**src/rtl/toom8_pointwise_sched.sv**
```systemverilog
// rtl/toom8_pointwise_sched.sv - pointwise product sequencer for a shared TOOM-8 multiplier
//
// Steps the operand-select index over the 15 evaluation points, issues each
// pair to one fixed-latency multiplier under backpressure, tracks products in
// flight and strobes each returning product into the result store. When all
// products are stored it offers them to the interpolation stage.
//
// Ports:
//   clk, rst_n            clock, asynchronous active-low reset
//   start                 request a full pass (sampled only when idle)
//   busy                  high whenever a pass is in progress
//   sel_idx               operand-pair select for the evaluation mux
//   mul_issue, mul_ready  issue handshake to the multiplier
//   res_valid, res_idx    store strobe and index for the returning product
//   res_mask              products stored so far in the current pass
//   all_valid, all_ready  all-products handshake to interpolation
module toom8_pointwise_sched #(
  parameter int NUM_POINTS = 15,
  parameter int MUL_LAT    = 4,
  parameter int IDX_W      = 4
) (
  input  logic                  clk,
  input  logic                  rst_n,
  input  logic                  start,
  output logic                  busy,
  output logic [IDX_W-1:0]      sel_idx,
  output logic                  mul_issue,
  input  logic                  mul_ready,
  output logic                  res_valid,
  output logic [IDX_W-1:0]      res_idx,
  output logic [NUM_POINTS-1:0] res_mask,
  output logic                  all_valid,
  input  logic                  all_ready
);

  typedef enum logic [1:0] {
    S_IDLE,
    S_ISSUE,
    S_DRAIN,
    S_DONE
  } state_t;

  localparam logic [IDX_W-1:0] LAST_IDX = IDX_W'(NUM_POINTS - 1);

  state_t             state;
  state_t             state_nxt;
  logic               xfer;
  logic               start_acc;
  logic               pipe_empty;
  logic [MUL_LAT-1:0] pipe_v;
  logic [IDX_W-1:0]   pipe_idx [MUL_LAT];

  assign xfer       = mul_issue & mul_ready;
  assign start_acc  = (state == S_IDLE) & start;
  assign pipe_empty = ~|pipe_v;

  // The multiplier never stalls once it has taken an operand, so the tail of
  // the tracking pipe lines up exactly with the product on its output.
  assign res_valid  = pipe_v[MUL_LAT-1];
  assign res_idx    = pipe_idx[MUL_LAT-1];

  always_comb begin
    state_nxt = state;
    busy      = (state != S_IDLE);
    mul_issue = 1'b0;
    all_valid = 1'b0;
    case (state)
      S_IDLE: begin
        if (start) state_nxt = S_ISSUE;
      end
      S_ISSUE: begin
        mul_issue = 1'b1;
        if (mul_ready && (sel_idx == LAST_IDX)) state_nxt = S_DRAIN;
      end
      S_DRAIN: begin
        // The last strobe sets its mask bit on the same edge the pipe empties,
        // so completion is seen one cycle after that strobe.
        if (pipe_empty && (&res_mask)) state_nxt = S_DONE;
      end
      S_DONE: begin
        all_valid = 1'b1;
        if (all_ready) state_nxt = S_IDLE;
      end
      default: state_nxt = S_IDLE;
    endcase
  end

  always_ff @(posedge clk or negedge rst_n) begin
    if (!rst_n) state <= S_IDLE;
    else        state <= state_nxt;
  end

  always_ff @(posedge clk or negedge rst_n) begin
    if (!rst_n) begin
      sel_idx <= '0;
    end else if (start_acc) begin
      sel_idx <= '0;
    end else if (xfer) begin
      sel_idx <= (sel_idx == LAST_IDX) ? '0 : sel_idx + IDX_W'(1);
    end
  end

  // Shifts every cycle; bubbles are loaded whenever no transfer happens.
  always_ff @(posedge clk or negedge rst_n) begin
    if (!rst_n) begin
      pipe_v <= '0;
      for (int i = 0; i < MUL_LAT; i++) pipe_idx[i] <= '0;
    end else begin
      pipe_v[0]   <= xfer;
      pipe_idx[0] <= sel_idx;
      for (int i = 1; i < MUL_LAT; i++) begin
        pipe_v[i]   <= pipe_v[i-1];
        pipe_idx[i] <= pipe_idx[i-1];
      end
    end
  end

  // Held after DONE so the stored set stays visible until the next pass.
  always_ff @(posedge clk or negedge rst_n) begin
    if (!rst_n) begin
      res_mask <= '0;
    end else if (start_acc) begin
      res_mask <= '0;
    end else if (res_valid) begin
      res_mask[res_idx] <= 1'b1;
    end
  end

endmodule

```
**config.mk**
```make
export PLATFORM = sky130hd
export DESIGN_NAME = toom8_pointwise_sched
export DESIGN_NICKNAME = d
export VERILOG_FILES = /design/src/rtl/toom8_pointwise_sched.sv
export SDC_FILE = /design/constraint.sdc
export NUM_CORES = 1
export LEC_CHECK = 0
export ABC_AREA = 0
export CORE_ASPECT_RATIO = 1.5
export CORE_UTILIZATION = 50
export CTS_CLUSTER_SIZE = 28
export DETAILED_ROUTE_END_ITERATION = 7
export GPL_ROUTABILITY_DRIVEN = 1
export PLACE_DENSITY_LB_ADDON = 0.1
export SETUP_SLACK_MARGIN = 0.1
export SYNTH_ARGS = -nofsm -noshare
export SYNTH_HDL_FRONTEND = slang
export SYNTH_SLANG_ARGS = --single-unit
```
**constraint.sdc**
```tcl
create_clock -name clk -period 1.8 [get_ports clk]
set_clock_uncertainty 0.15 [all_clocks]
set_input_delay 0.27 -clock clk [delete_from_list [all_inputs] [get_ports clk]]
set_output_delay 0.27 -clock clk [all_outputs]
set_load 0.01 [all_outputs]
```
==> metrics.yaml, run 1 <==
critical_path:
  critPathKind: "flip-flop to flip-flop"
  crit_buf_inv: 1
  cp-start-kind: "flip-flop"
  cp_slowest_cell: "dfrtp_1"
  arrival_ps: 1840
  critPathMaxFanout: 3
  reg2reg_setup_slack_ps: 30
  cpLargestDelayFamily: "simple AND/OR/NAND/NOR gates"
  regToRegStartpoint: "state[0]"
  required_ps: 1870
  path_cells: "buf_6 -> ha_4 -> nor2b_4 -> a21o_1 -> or3_4 -> o2bb2ai_2"
  slowest_delay_ps: 430
  crit_path_start: "state[0]"
  crit_path_end_kind: "flip-flop"
synth:
  synth.cell_area_sq_mm: 0.001602
  synth_area_leader_cell: "dfrtp_1"
  avgSynthCellArea_sq_um: 11.52
  yosys_warnings: 0
  yosys-top-cells-area: "dfrtp_1 (64%), a21oi_1 (5.6%), ha_1 (4.7%)"
  ys_ff_latch: 41
  synth_edf_count: 0
  synthDominantCellAreaShare: 0.6406
  syn_nets: 150
  async_flop_share: 1.000
  synthCells: 139
  synth_ff_type: "dfrtp_1"
  yosysSeqAreaShare: 0.6406
  ys_types: 33
grt:
  grt_pass1_wl_um: 5154
  grt_pass1_vias: 1171
  antenna_found_initial: 0
  grt_usage: 0.2138
  grt_max_degree: 22
  overflow: 0
floorplan:
  core_sq_mm: 0.002973
  die_area_sq_mm: 0.003438
  die_h_um: 71.32
  fp-row-count: 24
  die_w_um: 48.21
  io_pins: 32
  initial_core_util: 0.5387
timing:
  slew_headroom: 0.5380
  hold_violations: 0
  drv_slew: 0
  period_needed_ps: 1770
  finalSetupViolations: 0
  worstMarginPinSlew_ps: 691.5
  rsz0062_at_grt: "yes"
  max_freq_mhz: 564.9
  finalCritPeriodShare: 0.9834
clock_network:
  clk_latency_ps: 290
  cts_buffers: 5
  clk_path_buf_depth: 2
  clock-root-buffer: "clkbuf_8"
  clk_pin_slew_ps: 80
  cts_tree: "done"
  cts-htree-levels: 2
  cts.sinks: 41
final_layout:
  area_growth_pct: 44.53
  layout-drive-gt1-share: 0.2632
  final_core_util: 0.7786
  most-common-layout-cells: "dfrtp_1 (37), nor2_1 (20), clkdlybuf4s50_1 (20), a21oi_1 (17), buf_4 (15)"
  final_common_cell: "dfrtp_1"
  nNetsFinal: 200
  stdcell_area_sq_mm: 0.002315
  fillCellCount: 187
  insertedDiodeCount: 0
place:
  place_area_sq_mm: 0.001978
  gp_congestion: 0.7808
  io_buffers: 31
  post-dp-hpwl_um: 2268
run:
  maxCapViolations: 0
power:
  leakage_nw: 1.173
  ir_drop_mv: 1.228
  power_density_mw_per_mm2: 1408
routing:
  firstDrtPassIters: 4
  drtAntennaViolNets: 0
  drt-initial-drc-count: 36
  vias_per_cell: 5.445
  drt_wl_total_um: 3498
  route.detailed.drc: 0
  wl_per_cell_um: 15.28
  vias: 1247
run_status:
  status: "complete, no violations"
min_path:
  hp-class: "flip-flop to flip-flop"
  hp-start: "pipe_idx[15]"
-- stage by stage --
stage / power, mW / setup TNS (ps) / hold WS, ps / worst slack [ps] / std cells
finish: 3.259 / 0 / 201.9 / 29.85 / 229
global route: 3.428 / -40.98 / 201.9 / -20.67 / 229
CTS: 2.972 / 0 / 201.9 / 47.38 / 222
detailed placement: 2.160 / -121.1 / 109.4 / -67.28 / 209
global placement: 2.119 / -10.49 / 99.12 / -10.49 / 209
floorplan: 1.743 / 0 / -175.6 / 104.8 / 139
-- worst register-to-register path, cell delays in order (launching register included) --
cell	delay (ps)
dfrtp_1	430
buf_6	150
ha_4	150
nor2b_4	130
a21o_1	180
or3_4	370
o2bb2ai_2	130
-- power by group --
group	total (mW)	internal (mW)	switching (mW)	leakage (nW)
sequential	1.22	1.10	0.124	0.552
clock	0.756	0.451	0.305	0.0574
combinational	1.28	0.645	0.634	0.564
-- final timing paths --
check	end	cells after the start
setup / recovery	state[0]	6
hold / removal	pipe_idx[11]	0
setup reg to reg	state[0]	6
hold reg to reg	pipe_idx[11]	0
max in group asynchronous	sel_idx[2]	3
min in group asynchronous	res_mask[3]	2
-- final cells by class --
class | count | area, sq um | share of cell area
inverters | 5 | 21.27 | 0.009189
flip-flops and latches | 41 | 1031 | 0.4454
well taps | 39 | 48.80 | 0.02108
multi-input cells | 87 | 634.4 | 0.2741
repair buffers | 49 | 459.2 | 0.1984
clock buffers | 6 | 82.58 | 0.03568
clock inverters | 2 | 37.54 | 0.01622
-- layer usage --
| layer | track usage | part of all wire |
|---|---|---|
| met1 | 0.2456 | 0.39 |
| met2 | 0.3496 | 0.54 |
| met3 | 0.05542 | 0.046 |
| met4 | 0.1049 | 0.027 |
| met5 | 0 | 0 |
-- synth_stat cells (all sizes together) (2+ instances only) --
master  instances
nor2b           5
a21o            2
nand2           4
nand4           5
or3             2
dfrtp          41
o21ai           2
buf             5
a21oi          18
ha              6
nor3            4
and3            2
nand3           2
a31oi           3
inv             5
nor2           20
-- state kept, by name, indices dropped and copies added, names as in the netlist --
register	count
pipe_idx	12
state	2
sel_idx	4
res_mask	15
pipe_v	4
res_idx	4
-- cells by family (layout without fill, tap and decap cells) --
| group | count (synthesis) | count (layout) | synth area share |
|---|---|---|---|
| compound gates | 29 | 29 | 0.1039 |
| buf+inv | 11 | 62 | 0.03593 |
| flops | 41 | 41 | 0.6406 |
| simple gates | 52 | 52 | 0.1727 |
| fa+ha+maj | 6 | 6 | 0.04687 |
-- repair_timing --
action                                  CTS  global route
hold buffers                              1             0
pin swaps                                 2             7
resized for setup                        17            26
endpoints found under the hold margin    20             0
endpoints found under the setup margin   12            15
setup buffers                             4             7
Note: power is estimated with default switching activity, not from simulation.
==> run 2, diff against run 1 <==
--- a/config.mk
+++ b/config.mk
@@ -13,6 +13,7 @@
 export GPL_ROUTABILITY_DRIVEN = 1
 export PLACE_DENSITY_LB_ADDON = 0.1
 export SETUP_SLACK_MARGIN = 0.1
+export SKIP_LAST_GASP = 1
 export SYNTH_ARGS = -nofsm -noshare
 export SYNTH_HDL_FRONTEND = slang
 export SYNTH_SLANG_ARGS = --single-unit
==> results of run 2 <==
The final DEF is identical to that of run 1; final timing and power are the same.
==> run 3, diff against run 2 <==
--- a/config.mk
+++ b/config.mk
@@ -7,13 +7,16 @@
 export LEC_CHECK = 0
 export ABC_AREA = 0
 export CORE_ASPECT_RATIO = 1.5
-export CORE_UTILIZATION = 50
+export CORE_UTILIZATION = 60
 export CTS_CLUSTER_SIZE = 28
 export DETAILED_ROUTE_END_ITERATION = 7
+export DONT_BUFFER_PORTS = 1
 export GPL_ROUTABILITY_DRIVEN = 1
+export GPL_TIMING_DRIVEN = 1
 export PLACE_DENSITY_LB_ADDON = 0.1
 export SETUP_SLACK_MARGIN = 0.1
 export SKIP_LAST_GASP = 1
+export SLEW_MARGIN = 20
 export SYNTH_ARGS = -nofsm -noshare
 export SYNTH_HDL_FRONTEND = slang
 export SYNTH_SLANG_ARGS = --single-unit
==> metrics.yaml, run 3 (same netlist as run 1, synthesis figures left out) <==
timing:
  rsz0062_at_grt: "yes"
  slew_headroom: 0.6118  # +0.07383
  finalSetupViolations: 0  # unchanged
  period_needed_ps: 1688  # -81.73 ps
  setup-tns-final_ps: 0  # unchanged
  finalCritPeriodShare: 0.9380  # -0.04541
  worstMarginPinSlew_ps: 581.0  # -110.5 ps
  max_freq_mhz: 592.3  # +4.8%
  drv_slew: 0  # unchanged
  hold_violations: 0  # unchanged
floorplan:
  die_area_sq_mm: 0.002884  # -16%
  die_h_um: 65.28  # -8.5%
  initial_core_util: 0.6465  # +0.1077
  core_sq_mm: 0.002477  # -17%
  fp-row-count: 22  # -8.3%
  io_pins: 32  # unchanged
  die_w_um: 44.19  # -8.3%
clock_network:
  cts_tree: "done"
  cts_buffers: 5  # unchanged
  clock-root-buffer: "clkbuf_4"
  clk_latency_ps: 340  # +50 ps
  cts-htree-levels: 2  # unchanged
  cts.sinks: 41  # unchanged
  clk_pin_slew_ps: 120  # +40 ps
  clk_path_buf_depth: 2  # unchanged
grt:
  overflow: 0  # unchanged
  antenna_found_initial: 0  # unchanged
  grt_pass1_wl_um: 5078  # -1.5%
  grt_max_degree: 42  # +91%
  grt_usage: 0.2486  # +0.03474
  grt_pass1_vias: 1217  # +3.9%
place:
  post-dp-hpwl_um: 2044  # -9.9%
  place_area_sq_mm: 0.001649  # -17%
  io_buffers: 0  # -100%
  gp_congestion: 0.7907  # +1.3%
final_layout:
  stdcell_area_sq_mm: 0.001879  # -19%
  largest_reg_flops: 15  # unchanged
  insertedDiodeCount: 0  # unchanged
  fillCellCount: 155  # -17%
  seq_area_sq_mm: 0.001030  # -0.12%
  layout-drive-gt1-share: 0.2564  # -0.006748
  most-common-layout-cells: "dfrtp_1 (38), nor2_1 (20), a21oi_1 (18), buf_4 (12), clkbuf_4 (5)"
  nNetsFinal: 166  # -17%
  multi_input_area_sq_um: 599.3  # -5.5%
  largest_register: "res_mask"
  final_common_cell: "dfrtp_1"
  top_regs: "res_mask x15, pipe_idx x12"
  area_growth_pct: 17.34
power:
  power_density_mw_per_mm2: 1461  # +3.8%
  leakage_nw: 0.9239  # -21%
  ir_drop_mv: 0.9810  # -20%
routing:
  firstDrtPassIters: 6  # +2
  vias: 1088  # -13%
  drt_wl_total_um: 3189  # -8.8%
  route.detailed.drc: 6  # +6
  drtAntennaViolNets: 0  # unchanged
  drt-initial-drc-count: 44  # +22%
  vias_per_cell: 6.044  # +11%
  wl_per_cell_um: 17.72  # +16%
critical_path:
  critPathKind: "flip-flop to flip-flop"
  required_ps: 1940  # +70 ps
  crit_path_end_kind: "flip-flop"
  critPathMaxFanout: 4  # +1
  cp-start-kind: "flip-flop"
  arrival_ps: 1820  # -20 ps
min_path:
  hp-class: "primary input to flip-flop"
run_status:
  violations: "design-rule violations"
  status: "complete, but fails checks"
run:
  maxCapViolations: 0  # unchanged
-- run 3: cell types whose count changed in the layout (fill, tap and decap cells not counted), moves of 2 or more --
| cell | before | now |
|---|---|---|
| clkdlybuf4s50_1 | 20 | 0 |
| dlymetal6s2s_1 | 5 | 0 |
| ha_4 | 4 | 2 |
| clkbuf_4 | 0 | 5 |
| clkbuf_8 | 6 | 2 |
| dlygate4sd2_1 | 2 | 0 |
| buf_4 | 15 | 12 |
| buf_2 | 2 | 0 |
-- run 3: timing repair --
action / 4_1_cts / 5_1_grt
setup endpoints to repair: 3 / 3
gates cloned: 0 / 0
hold buffers: 2 / 0
buffers inserted: 5 / 1
gates resized for setup: 16 / 3
hold endpoints to repair: 41 / 0
pin swaps: 5 / 2
-- run 3: layer usage --
layer,up-vias,share of wire,global-route usage
met3,8,0.050,0.07143
li1,512,-,-
met1,529,0.40,0.2514
met5,-,0,0
met4,0,0.024,0.1591
met2,39,0.53,0.4283
-- run 3: critical path: stages (launching register included) --
cell	delay [ps]
dfrtp_2	440
inv_2	80
ha_2	190
and2b_2	240
a2111oi_4	370
a211oi_2	70
nand3_1	90
-- run 3: layout make-up --
type	count	area share
tap	24	0.01598
clock buffer	7	0.03462
inverter	5	0.009987
sequential	41	0.5479
timing repair buffer	15	0.06991
multi-input combinational	87	0.3189
clock inverter	1	0.002663
-- run 3: worst paths after layout --
kind	startpoint	endpoint	slack, ps	cells after the start
max	state[1]	state[1]	110	6
min	mul_ready	sel_idx[3]	20	3
max reg2reg	state[1]	state[1]	110	6
min reg2reg	pipe_idx[11]	pipe_idx[7]	200	0
max in group asynchronous	rst_n	sel_idx[0]	1060	2
min in group asynchronous	rst_n	pipe_idx[10]	230	2
-- run 3: power by group --
| group | internal, mW | leakage (nW) | switching, mW | total [mW] |
|---|---|---|---|---|
| Sequential | 1.10 | 0.554 | 0.175 | 1.27 |
| Combinational | 0.437 | 0.329 | 0.523 | 0.960 |
| Clock | 0.227 | 0.0413 | 0.284 | 0.511 |
-- run 3: per-stage QoR --
stage / util / power, mW / std cells / hold slack (ps) / setup slack (ps)
after detailed placement: 0.6657 / 1.915 / 164 / -174.8 / 9.246
after CTS: 0.7480 / 2.649 / 179 / 15.14 / 105.2
final: 0.7586 / 2.745 / 180 / 21.53 / 111.6
after global placement: 0.6657 / 1.877 / 164 / -174.9 / 73.63
after global routing: 0.7586 / 2.896 / 180 / 11.93 / 60.49
after floorplan: - / 1.743 / 139 / -175.6 / 104.8
==> edit, RTL diff (flow settings as in run 3) <==
Set the parameter `MUL_LAT` to 2 (it was 4).
--- a/src/rtl/toom8_pointwise_sched.sv
+++ b/src/rtl/toom8_pointwise_sched.sv
@@ -16,7 +16,7 @@
 //   all_valid, all_ready  all-products handshake to interpolation
 module toom8_pointwise_sched #(
   parameter int NUM_POINTS = 15,
-  parameter int MUL_LAT    = 4,
+  parameter int MUL_LAT    = 2,
   parameter int IDX_W      = 4
 ) (
   input  logic                  clk,
Formal check against the unedited RTL: not equivalent (Yosys sat finds a counterexample within 4 cycles, from zero or initial values and one cycle with rst_n low).
==> edit against run 3 <==
The flow finishes with violations (negative setup slack); synthesized cell count is 12% lower; power is 19% lower; sequential cell count is 10 lower; area after synthesis is 19% lower; wire length is 8.6% lower; count of clock-buffer cells in the layout is 1 lower; final area is 16% lower; clock power is 30% higher; worst setup slack worse by 220 ps; highest routed layer unchanged.
==> edit: results (changes against run 3) <==
Global routing
  • Global-route wire length before repair: 4347 microns (was 5078 microns)
  • Met1 GRT Util: 29.32% (was 25.14%)
  • Met3 global-route usage: 5.639% (was 7.143%)
  • Overall Global Routing Usage: 28.69% (was 24.86%)

Power and ir drop
  • VDD IR max: 0.9602 mV (was 0.9810 mV)

Logic synthesis
  • Area contributors post-synth: dfrtp_1 60%, nor2_1 6.6%, a21oi_1 6.2% (was dfrtp_1 64%, a21oi_1 5.6%, ha_1 4.7%)
  • Area share of fa/ha/maj cells after synthesis: 5.780% (was 4.688%)
  • Seq/Total Area, Yosys: 59.73% (was 64.06%)
  • Seq cells post-synth: 31 (was 41)
  • Mux share of post-synthesis cell area: 0.8671% (was 0%)

Final layout
  • # clk buffers: 6 (was 7)
  • Footprint of the multi-input gates: 475.5 sq um (was 599.3 sq um)
  • NonClk Buf Share: 11.83% (was 6.991%)
  • Clk tree area frac: 6.388% (was 3.728%)

Route
  • WL/cell: 17.25 microns (was 17.72 microns)
  • Met1 WL: 1004 microns (was 1264 microns)
  • Post-Route WL: 2915 microns (was 3189 microns)

Clock tree
  • Post-CTS resize count: 0 (was 16)
  • Reg clk slew, reported paths: 100 ps (was 120 ps)

Setup path
  • Reg-to-Reg Start: pipe_v[0] (was state[1])
  • Slowest-stage cell, CP: or4_4 (was dfrtp_2)

Timing
  • Hold Slack: 46.38 ps (was 21.53 ps)
  • # setup viols final: 1 (was 0)
  • Final worst slack: -104.9 ps (was 111.6 ps)

Run status
  • Failing checks: negative setup slack (was design-rule violations)
  • Run status: complete, but fails checks (unchanged)
edit: cell types whose count changed in the layout (fill, tap and decap cells not counted), sizes merged, moves of 2 or more:
cell    before  now
buf         14   22
nand4        5    3
nor3         4    2
a21o         2    0
dfrtp       41   31
o21ai        2    4
bufinv       0    2
nor2        20   23
edit: worst max-delay path by stage:
| stage | start | endpoint | slack, ps |
|---|---|---|---|
| final | pipe_v[0] | state[1] | -100 |
| after detailed placement | pipe_v[0] | state[1] | -80 |
| after global placement | pipe_v[0] | state[1] | -30 |
| after CTS | pipe_v[0] | state[1] | -110 |
| after global routing | pipe_v[0] | state[1] | -180 |
| after floorplan | pipe_v[0] | state[1] | -8 |
edit: what timing repair did:
action	in CTS	in global routing
pin swaps	1	0
endpoints found under the hold margin	31	0
hold buffers	2	0
setup endpoints to repair	2	2
setup buffers	0	0
edit: power by group:
group	internal (uW)	switching (uW)
registers	822	89.4
clock network	433	231
logic	283	370
total	1540	691
